`config.mk`:
```
export PLATFORM = sky130hd
export DESIGN_NAME = ps2_key_rx
export DESIGN_NICKNAME = d
export VERILOG_FILES = /design/src/rtl/ps2_key_rx.sv
export SDC_FILE = /design/constraint.sdc
export NUM_CORES = 1
export LEC_CHECK = 0
export BUFFER_PORTS_ARGS = -buffer_cell sky130_fd_sc_hd__buf_2
export CORE_ASPECT_RATIO = 0.75
export CORE_UTILIZATION = 35
export DETAILED_ROUTE_END_ITERATION = 6
export PLACE_DENSITY = 0.56
export SKIP_LAST_GASP = 1
export SLEW_MARGIN = 20
export SYNTH_ARGS = -nofsm -noshare
export SYNTH_HDL_FRONTEND = slang
export SYNTH_SLANG_ARGS = --single-unit
```
`constraint.sdc`:
```
create_clock -name clk -period 3.68 [get_ports clk]
set_input_delay 0.368 -clock clk [delete_from_list [all_inputs] [get_ports clk]]
set_output_delay 0.368 -clock clk [all_outputs]
set_load 0.1 [all_outputs]
```
`src/rtl/ps2_key_rx.sv`:
```
// ---------------------------------------------------------------------------
// ps2_key_rx
//   PS/2 keyboard receiver (device-to-host). Synchronises the raw PS/2 clock
//   and data pins, frames 11-bit words (start, 8 data LSB first, odd parity,
//   stop), folds E0/F0 prefix bytes into flags on the following scancode and
//   queues one event per make/break code in a first-word-fall-through FIFO.
//
// Parameters
//   FIFO_DEPTH      event FIFO entries (power of two, >= 2)
//   TIMEOUT_CYCLES  clk cycles without a ps2_clk falling edge before a
//                   partial frame is abandoned
//
// Ports
//   clk        system clock, all logic on posedge
//   rst        asynchronous active-high reset
//   ps2_clk    raw PS/2 clock pin (asynchronous)
//   ps2_data   raw PS/2 data pin (asynchronous)
//   key_valid  FIFO non-empty; head event on key_code/key_ext/key_brk
//   key_ready  consumer accepts the head event when key_valid is high
//   key_code   scancode of the head event
//   key_ext    head event was preceded by E0
//   key_brk    head event was preceded by F0 (key release)
//   frame_err  one-cycle pulse: bad start/parity/stop bit or timeout abort
//   overflow   one-cycle pulse: completed event dropped, FIFO full
// ---------------------------------------------------------------------------
module ps2_key_rx #(
    parameter int unsigned FIFO_DEPTH     = 4,
    parameter int unsigned TIMEOUT_CYCLES = 50000
) (
    input  logic       clk,
    input  logic       rst,
    input  logic       ps2_clk,
    input  logic       ps2_data,
    output logic       key_valid,
    input  logic       key_ready,
    output logic [7:0] key_code,
    output logic       key_ext,
    output logic       key_brk,
    output logic       frame_err,
    output logic       overflow
);

    localparam int unsigned PW = $clog2(FIFO_DEPTH);
    localparam int unsigned CW = PW + 1;
    localparam int unsigned TW = $clog2(TIMEOUT_CYCLES + 1);

    typedef enum logic [1:0] {
        S_IDLE,
        S_DATA,
        S_PARITY,
        S_STOP
    } state_t;

    // -----------------------------------------------------------------------
    // Input synchronisers; a third clock stage gives the falling-edge detect
    // -----------------------------------------------------------------------
    logic clk_meta_q, clk_sync_q, clk_prev_q;
    logic dat_meta_q, dat_sync_q;
    logic fall;

    always_ff @(posedge clk or posedge rst) begin
        if (rst) begin
            clk_meta_q <= 1'b1;
            clk_sync_q <= 1'b1;
            clk_prev_q <= 1'b1;
            dat_meta_q <= 1'b1;
            dat_sync_q <= 1'b1;
        end else begin
            clk_meta_q <= ps2_clk;
            clk_sync_q <= clk_meta_q;
            clk_prev_q <= clk_sync_q;
            dat_meta_q <= ps2_data;
            dat_sync_q <= dat_meta_q;
        end
    end

    assign fall = clk_prev_q & ~clk_sync_q;

    // -----------------------------------------------------------------------
    // Frame FSM
    // -----------------------------------------------------------------------
    state_t          state_q, state_d;
    logic [2:0]      bitcnt_q, bitcnt_d;
    logic [7:0]      shreg_q, shreg_d;
    logic            par_ok_q, par_ok_d;
    logic [TW-1:0]   tcnt_q, tcnt_d;
    logic            err_d;
    logic            done_d;

    always_ff @(posedge clk or posedge rst) begin
        if (rst) begin
            state_q  <= S_IDLE;
            bitcnt_q <= '0;
            shreg_q  <= '0;
            par_ok_q <= 1'b0;
            tcnt_q   <= '0;
        end else begin
            state_q  <= state_d;
            bitcnt_q <= bitcnt_d;
            shreg_q  <= shreg_d;
            par_ok_q <= par_ok_d;
            tcnt_q   <= tcnt_d;
        end
    end

    always_comb begin
        state_d  = state_q;
        bitcnt_d = bitcnt_q;
        shreg_d  = shreg_q;
        par_ok_d = par_ok_q;
        tcnt_d   = tcnt_q;
        err_d    = 1'b0;
        done_d   = 1'b0;

        if (fall) begin
            tcnt_d = '0;
            unique case (state_q)
                S_IDLE: begin
                    if (!dat_sync_q) begin
                        state_d  = S_DATA;
                        bitcnt_d = '0;
                    end else begin
                        err_d = 1'b1;
                    end
                end
                S_DATA: begin
                    shreg_d  = {dat_sync_q, shreg_q[7:1]};
                    bitcnt_d = bitcnt_q + 3'd1;
                    if (bitcnt_q == 3'd7) begin
                        state_d = S_PARITY;
                    end
                end
                S_PARITY: begin
                    // odd parity across data + parity bit
                    par_ok_d = (dat_sync_q == ~^shreg_q);
                    state_d  = S_STOP;
                end
                S_STOP: begin
                    if (dat_sync_q && par_ok_q) begin
                        done_d = 1'b1;
                    end else begin
                        err_d = 1'b1;
                    end
                    state_d = S_IDLE;
                end
                default: state_d = S_IDLE;
            endcase
        end else if (state_q != S_IDLE) begin
            if (tcnt_q == TW'(TIMEOUT_CYCLES - 1)) begin
                state_d = S_IDLE;
                tcnt_d  = '0;
                err_d   = 1'b1;
            end else begin
                tcnt_d = tcnt_q + TW'(1);
            end
        end
    end

    // -----------------------------------------------------------------------
    // Decode stage: completed byte registered, then prefix folding
    // -----------------------------------------------------------------------
    logic       byte_vld_q;
    logic [7:0] byte_q;
    logic       frame_err_q;
    logic       ext_pend_q, ext_pend_d;
    logic       brk_pend_q, brk_pend_d;
    logic       push;

    always_ff @(posedge clk or posedge rst) begin
        if (rst) begin
            byte_vld_q  <= 1'b0;
            byte_q      <= '0;
            frame_err_q <= 1'b0;
            ext_pend_q  <= 1'b0;
            brk_pend_q  <= 1'b0;
        end else begin
            byte_vld_q  <= done_d;
            byte_q      <= shreg_q;
            frame_err_q <= err_d;
            ext_pend_q  <= ext_pend_d;
            brk_pend_q  <= brk_pend_d;
        end
    end

    always_comb begin
        ext_pend_d = ext_pend_q;
        brk_pend_d = brk_pend_q;
        push       = 1'b0;

        if (byte_vld_q) begin
            if (byte_q == 8'hE0) begin
                ext_pend_d = 1'b1;
            end else if (byte_q == 8'hF0) begin
                brk_pend_d = 1'b1;
            end else begin
                push       = 1'b1;
                ext_pend_d = 1'b0;
                brk_pend_d = 1'b0;
            end
        end
        // an error anywhere in the byte stream invalidates pending prefixes
        if (err_d) begin
            ext_pend_d = 1'b0;
            brk_pend_d = 1'b0;
        end
    end

    // -----------------------------------------------------------------------
    // Event FIFO, first-word-fall-through
    // -----------------------------------------------------------------------
    logic [9:0]    mem_q [FIFO_DEPTH];
    logic [PW-1:0] wr_ptr_q, rd_ptr_q;
    logic [CW-1:0] count_q, count_d;
    logic          full, pop, wr_en, ovf_d;
    logic          overflow_q;
    logic [9:0]    head;

    assign full  = (count_q == CW'(FIFO_DEPTH));
    assign pop   = (count_q != '0) && key_ready;
    // a pop frees the slot in the same cycle, so a full FIFO still accepts
    assign wr_en = push && (!full || pop);
    assign ovf_d = push && full && !pop;

    always_comb begin
        count_d = count_q;
        unique case ({wr_en, pop})
            2'b10:   count_d = count_q + CW'(1);
            2'b01:   count_d = count_q - CW'(1);
            default: count_d = count_q;
        endcase
    end

    always_ff @(posedge clk or posedge rst) begin
        if (rst) begin
            for (int unsigned i = 0; i < FIFO_DEPTH; i++) begin
                mem_q[i] <= '0;
            end
            wr_ptr_q   <= '0;
            rd_ptr_q   <= '0;
            count_q    <= '0;
            overflow_q <= 1'b0;
        end else begin
            if (wr_en) begin
                mem_q[wr_ptr_q] <= {ext_pend_q, brk_pend_q, byte_q};
                wr_ptr_q        <= wr_ptr_q + PW'(1);
            end
            if (pop) begin
                rd_ptr_q <= rd_ptr_q + PW'(1);
            end
            count_q    <= count_d;
            overflow_q <= ovf_d;
        end
    end

    assign head      = mem_q[rd_ptr_q];
    assign key_valid = (count_q != '0);
    assign key_code  = head[7:0];
    assign key_brk   = head[8];
    assign key_ext   = head[9];
    assign frame_err = frame_err_q;
    assign overflow  = overflow_q;

endmodule

```
==> reports/results.tsv <==
stage	metric	value	unit
status	status	finished clean	
power_and_ir_drop	p_seq_frac	0.450	
worst_setup_path	required	3.94	ns
cells_and_area	areaGrowthSynthToFinish	14.0	%
cells_and_area	layout.nets	368	
detailed_routing	antenna_left	0	
clock_network	ctsResizeCount	0	
die	rows	34	
detailed_routing	routed_via_density	4.98	
clock_network	clock_sinks	95	
die	initial_core_util	0.367	
detailed_routing	vias	2570	
worst_setup_path	cp-end-kind	flop	
clock_network	cts_buffer_depth	2	
yosys	synth.most_common_cell	dfrtp_1	
worst_setup_path	startpoint	byte_q[0]	
worst_setup_path	critPathLaunchType	flop	
power_and_ir_drop	power_density	654	mW/mm²
placement	dp_hpwl	5530	µm
power_and_ir_drop	pwr-share-clk	0.311	
yosys	yosysSeqAreaShare	0.548	
die	die_w	131	µm
timing	relSlewSlack	0.501	
power_and_ir_drop	comb_power_share	0.239	
timing	fin_setup_tns	0	ns
cells_and_area	fin_util	0.418	
clock_network	cts_made_buffers	9	
power_and_ir_drop	irDropWorstVdd	279	µV
detailed_routing	drcViolationCount	0	
grt	grtUsageTotal	0.143	
flow_run	drv_cap	0	
timing	slew_violations	0	
detailed_routing	drtIter0Drc	131	
grt	grt_pass1_vias	2702	
timing	timing.final.crit_share	0.763	
power_and_ir_drop	power_leakage	2.31	nW
grt	antenna_found_initial	0	
worst_setup_path	crit_chain	or4_1 > o211a_1 > inv_1 > ha_1 > inv_1 > fa_1 > xor2_1 > nor2_1 > xor2_1	
detailed_routing	firstDrtPassIters	4	
clock_network	cts_tree	yes	
yosys	synth_commonest_cells	90 x dfrtp_1, 44 x mux2_2, 16 x inv_1	
clock_network	cts_htree_levels	3	
placement	pre_cts_ws	0.893	ns
timing	setup_slack	0.873	ns
worst_setup_path	reg2regPathDepth	9	
power_and_ir_drop	power_switching_share	0.319	
clock_network	ctsHoldBuffers	0	
worst_setup_path	slowest_stage	or4_1	
yosys	yosys.area.top_type	dfrtp_1	
yosys	syn_avg_cell_area	13.4	µm²
min_path	min_path_type	input port to asynchronous set/reset pin	
die	dieArea	0.0129	mm²
clock_network	cts-root-buf	clkbuf_16	
worst_setup_path	cp_max_fo	8	
clock_network	path_clk_slew	0.06	ns
grt	grt_max_degree	39	
detailed_routing	drt_wl_total	7960	µm
cells_and_area	antenna_cells	0	
detailed_routing	wire_per_inst	15.4	µm
die	core_area	0.0119	mm²
die	die_h	98.6	µm
die	ios	18	
power_and_ir_drop	power_switching	0.00103	W
grt	grt_pass1_wl	14000	µm
timing	worstMarginPinSlew	0.748	ns
timing	hold_violations	0	
yosys	syn_inst	324	
placement	gp_congestion	0.773	
yosys	yosysUniqueCellTypes	51	
worst_setup_path	r2r_slack	0.87	ns
cells_and_area	num-fill-cells	1098	
grt	grt_overflow	0	
worst_setup_path	max_stage_delay	0.59	ns
timing	rsz0062_at_grt	false	
cells_and_area	drive_above_1_share	0.285	
yosys	synth-edff-count	0	
yosys	yosysWarnings	0	
yosys	synth_nets	343	
clock_network	clk_latency	0.34	ns
timing	final.setup_skew	0.00532	ns
worst_setup_path	r2r-start	byte_q[0]	
timing	fin_crit	2.81	ns
timing	fmax	356	MHz
power_and_ir_drop	internal-power	0.00221	W
yosys	synth_ff_type	dfrtp_1	
clock_network	cts_setup_buffers	0	
power_and_ir_drop	power	0.00325	W
yosys	ys_ff_latch	95	
yosys	netlist_area	0.00435	mm²
timing	finalSetupViolations	0	
yosys	synth_top_area_frac	0.518	
yosys	ys_top_cells_by_area	dfrtp_1 52%, mux2_2 11%, mux4_2 5.2%	
placement	numPortBuffers	17	
worst_setup_path	reg2reg_to	count_q[2]	
worst_setup_path	crit_type	flop to flop	
yosys	synthArstFlopShare	1.00	
worst_setup_path	worstPathArrival	3.07	ns
## cell usage in the layout, fill, tap and decap left out, types with 3 or more instances in the layout
master,netlist,final
nand2_1,15,15
nand4_1,3,3
or3_1,4,4
dfstp_2,5,5
a21oi_1,14,14
o21ai_0,9,9
a211oi_1,3,3
nand2_8,4,4
xor2_1,7,7
xnor2_1,11,11
or4_1,5,5
buf_4,0,4
mux2_1,5,5
clkbuf_16,0,9
mux2i_1,3,3
nor2_1,11,11
mux2_2,44,44
dfrtp_1,90,90
and3_1,3,3
and2_1,3,3
o31ai_1,5,5
mux4_2,10,10
inv_1,16,15
ha_1,13,13
nand3_1,6,6
buf_2,1,17
## flip-flops by register name (all words and copies together), names as in the netlist, 2 cells and up
name / cells
bitcnt_q: 3
state_q: 2
tcnt_q: 16
count_q: 3
mem_q: 40
shreg_q: 8
rd_ptr_q: 2
wr_ptr_q: 2
byte_q: 8
## layer usage
metal / vias to the layer above / global-route usage / part of all wire
met5: - / 0 / 0
met4: 0 / 0.0548 / 0.016
met3: 14 / 0.0380 / 0.045
met2: 40 / 0.200 / 0.43
met1: 1286 / 0.210 / 0.51
li1: 1230 / - / -
## power groups by stage
stage | sequential (W) | combinational (W) | clock (W)
2_1_floorplan | 0.00138 | 0.000703 | 0
3_3_place_gp | 0.00148 | 0.000767 | 0
3_5_place_dp | 0.00149 | 0.000780 | 0
4_1_cts | 0.00147 | 0.000784 | 0.00104
5_1_grt | 0.00151 | 0.000865 | 0.00108
6_report | 0.00146 | 0.000775 | 0.00101
## per-stage QoR
step / instance area (µm²) / instances / hold slack (ns)
finish: 4960 / 516 / 0.0546
global route: 4960 / 516 / 0.105
CTS: 4960 / 516 / 0.0764
detailed placement: 4640 / 500 / 0.347
global placement: 4640 / 500 / 0.347
floorplan: 4350 / 324 / 0.345
## critical path: cells and delay by family, from the launching register on
kind	cells	cell delay (ns)
simple gates	2	0.70
fa+ha+maj	2	0.56
compound gates	1	0.54
flops	1	0.42
xor+xnor	2	0.31
buf+inv	2	0.20
## cell families (layout without fill, tap and decap cells)
group / count (synthesis) / in the layout / synth area share
flip-flops: 95 / 95 / 0.548
AND/OR/NAND/NOR: 65 / 65 / 0.0946
multiplexers: 62 / 62 / 0.185
AO/OA/AOI/OAI: 46 / 46 / 0.0670
buffers and inverters: 23 / 53 / 0.0219
XOR/XNOR: 19 / 19 / 0.0414
adder cells (fa/ha/maj): 14 / 14 / 0.0420
## worst max-delay path by stage
stage | end | slack (ns) | cells after the start
finish | count_q[2] | 0.87 | 9
global route | count_q[2] | 0.72 | 9
CTS | count_q[2] | 0.87 | 9
detailed placement | count_q[2] | 0.89 | 9
global placement | count_q[2] | 0.94 | 10
floorplan | bitcnt_q[0] | 0.84 | 1
## final cells by class
cell class,instances,area [µm²],area share
Clock buffer,11,243,0.0489
Tap cell,162,203,0.0409
Timing Repair Buffer,21,115,0.0232
Sequential cell,95,2380,0.480
Clock inverter,5,81.3,0.0164
Inverter,16,62.6,0.0126
Multi-Input combinational cell,206,1870,0.378
Note: power is estimated with default switching activity, not from simulation.
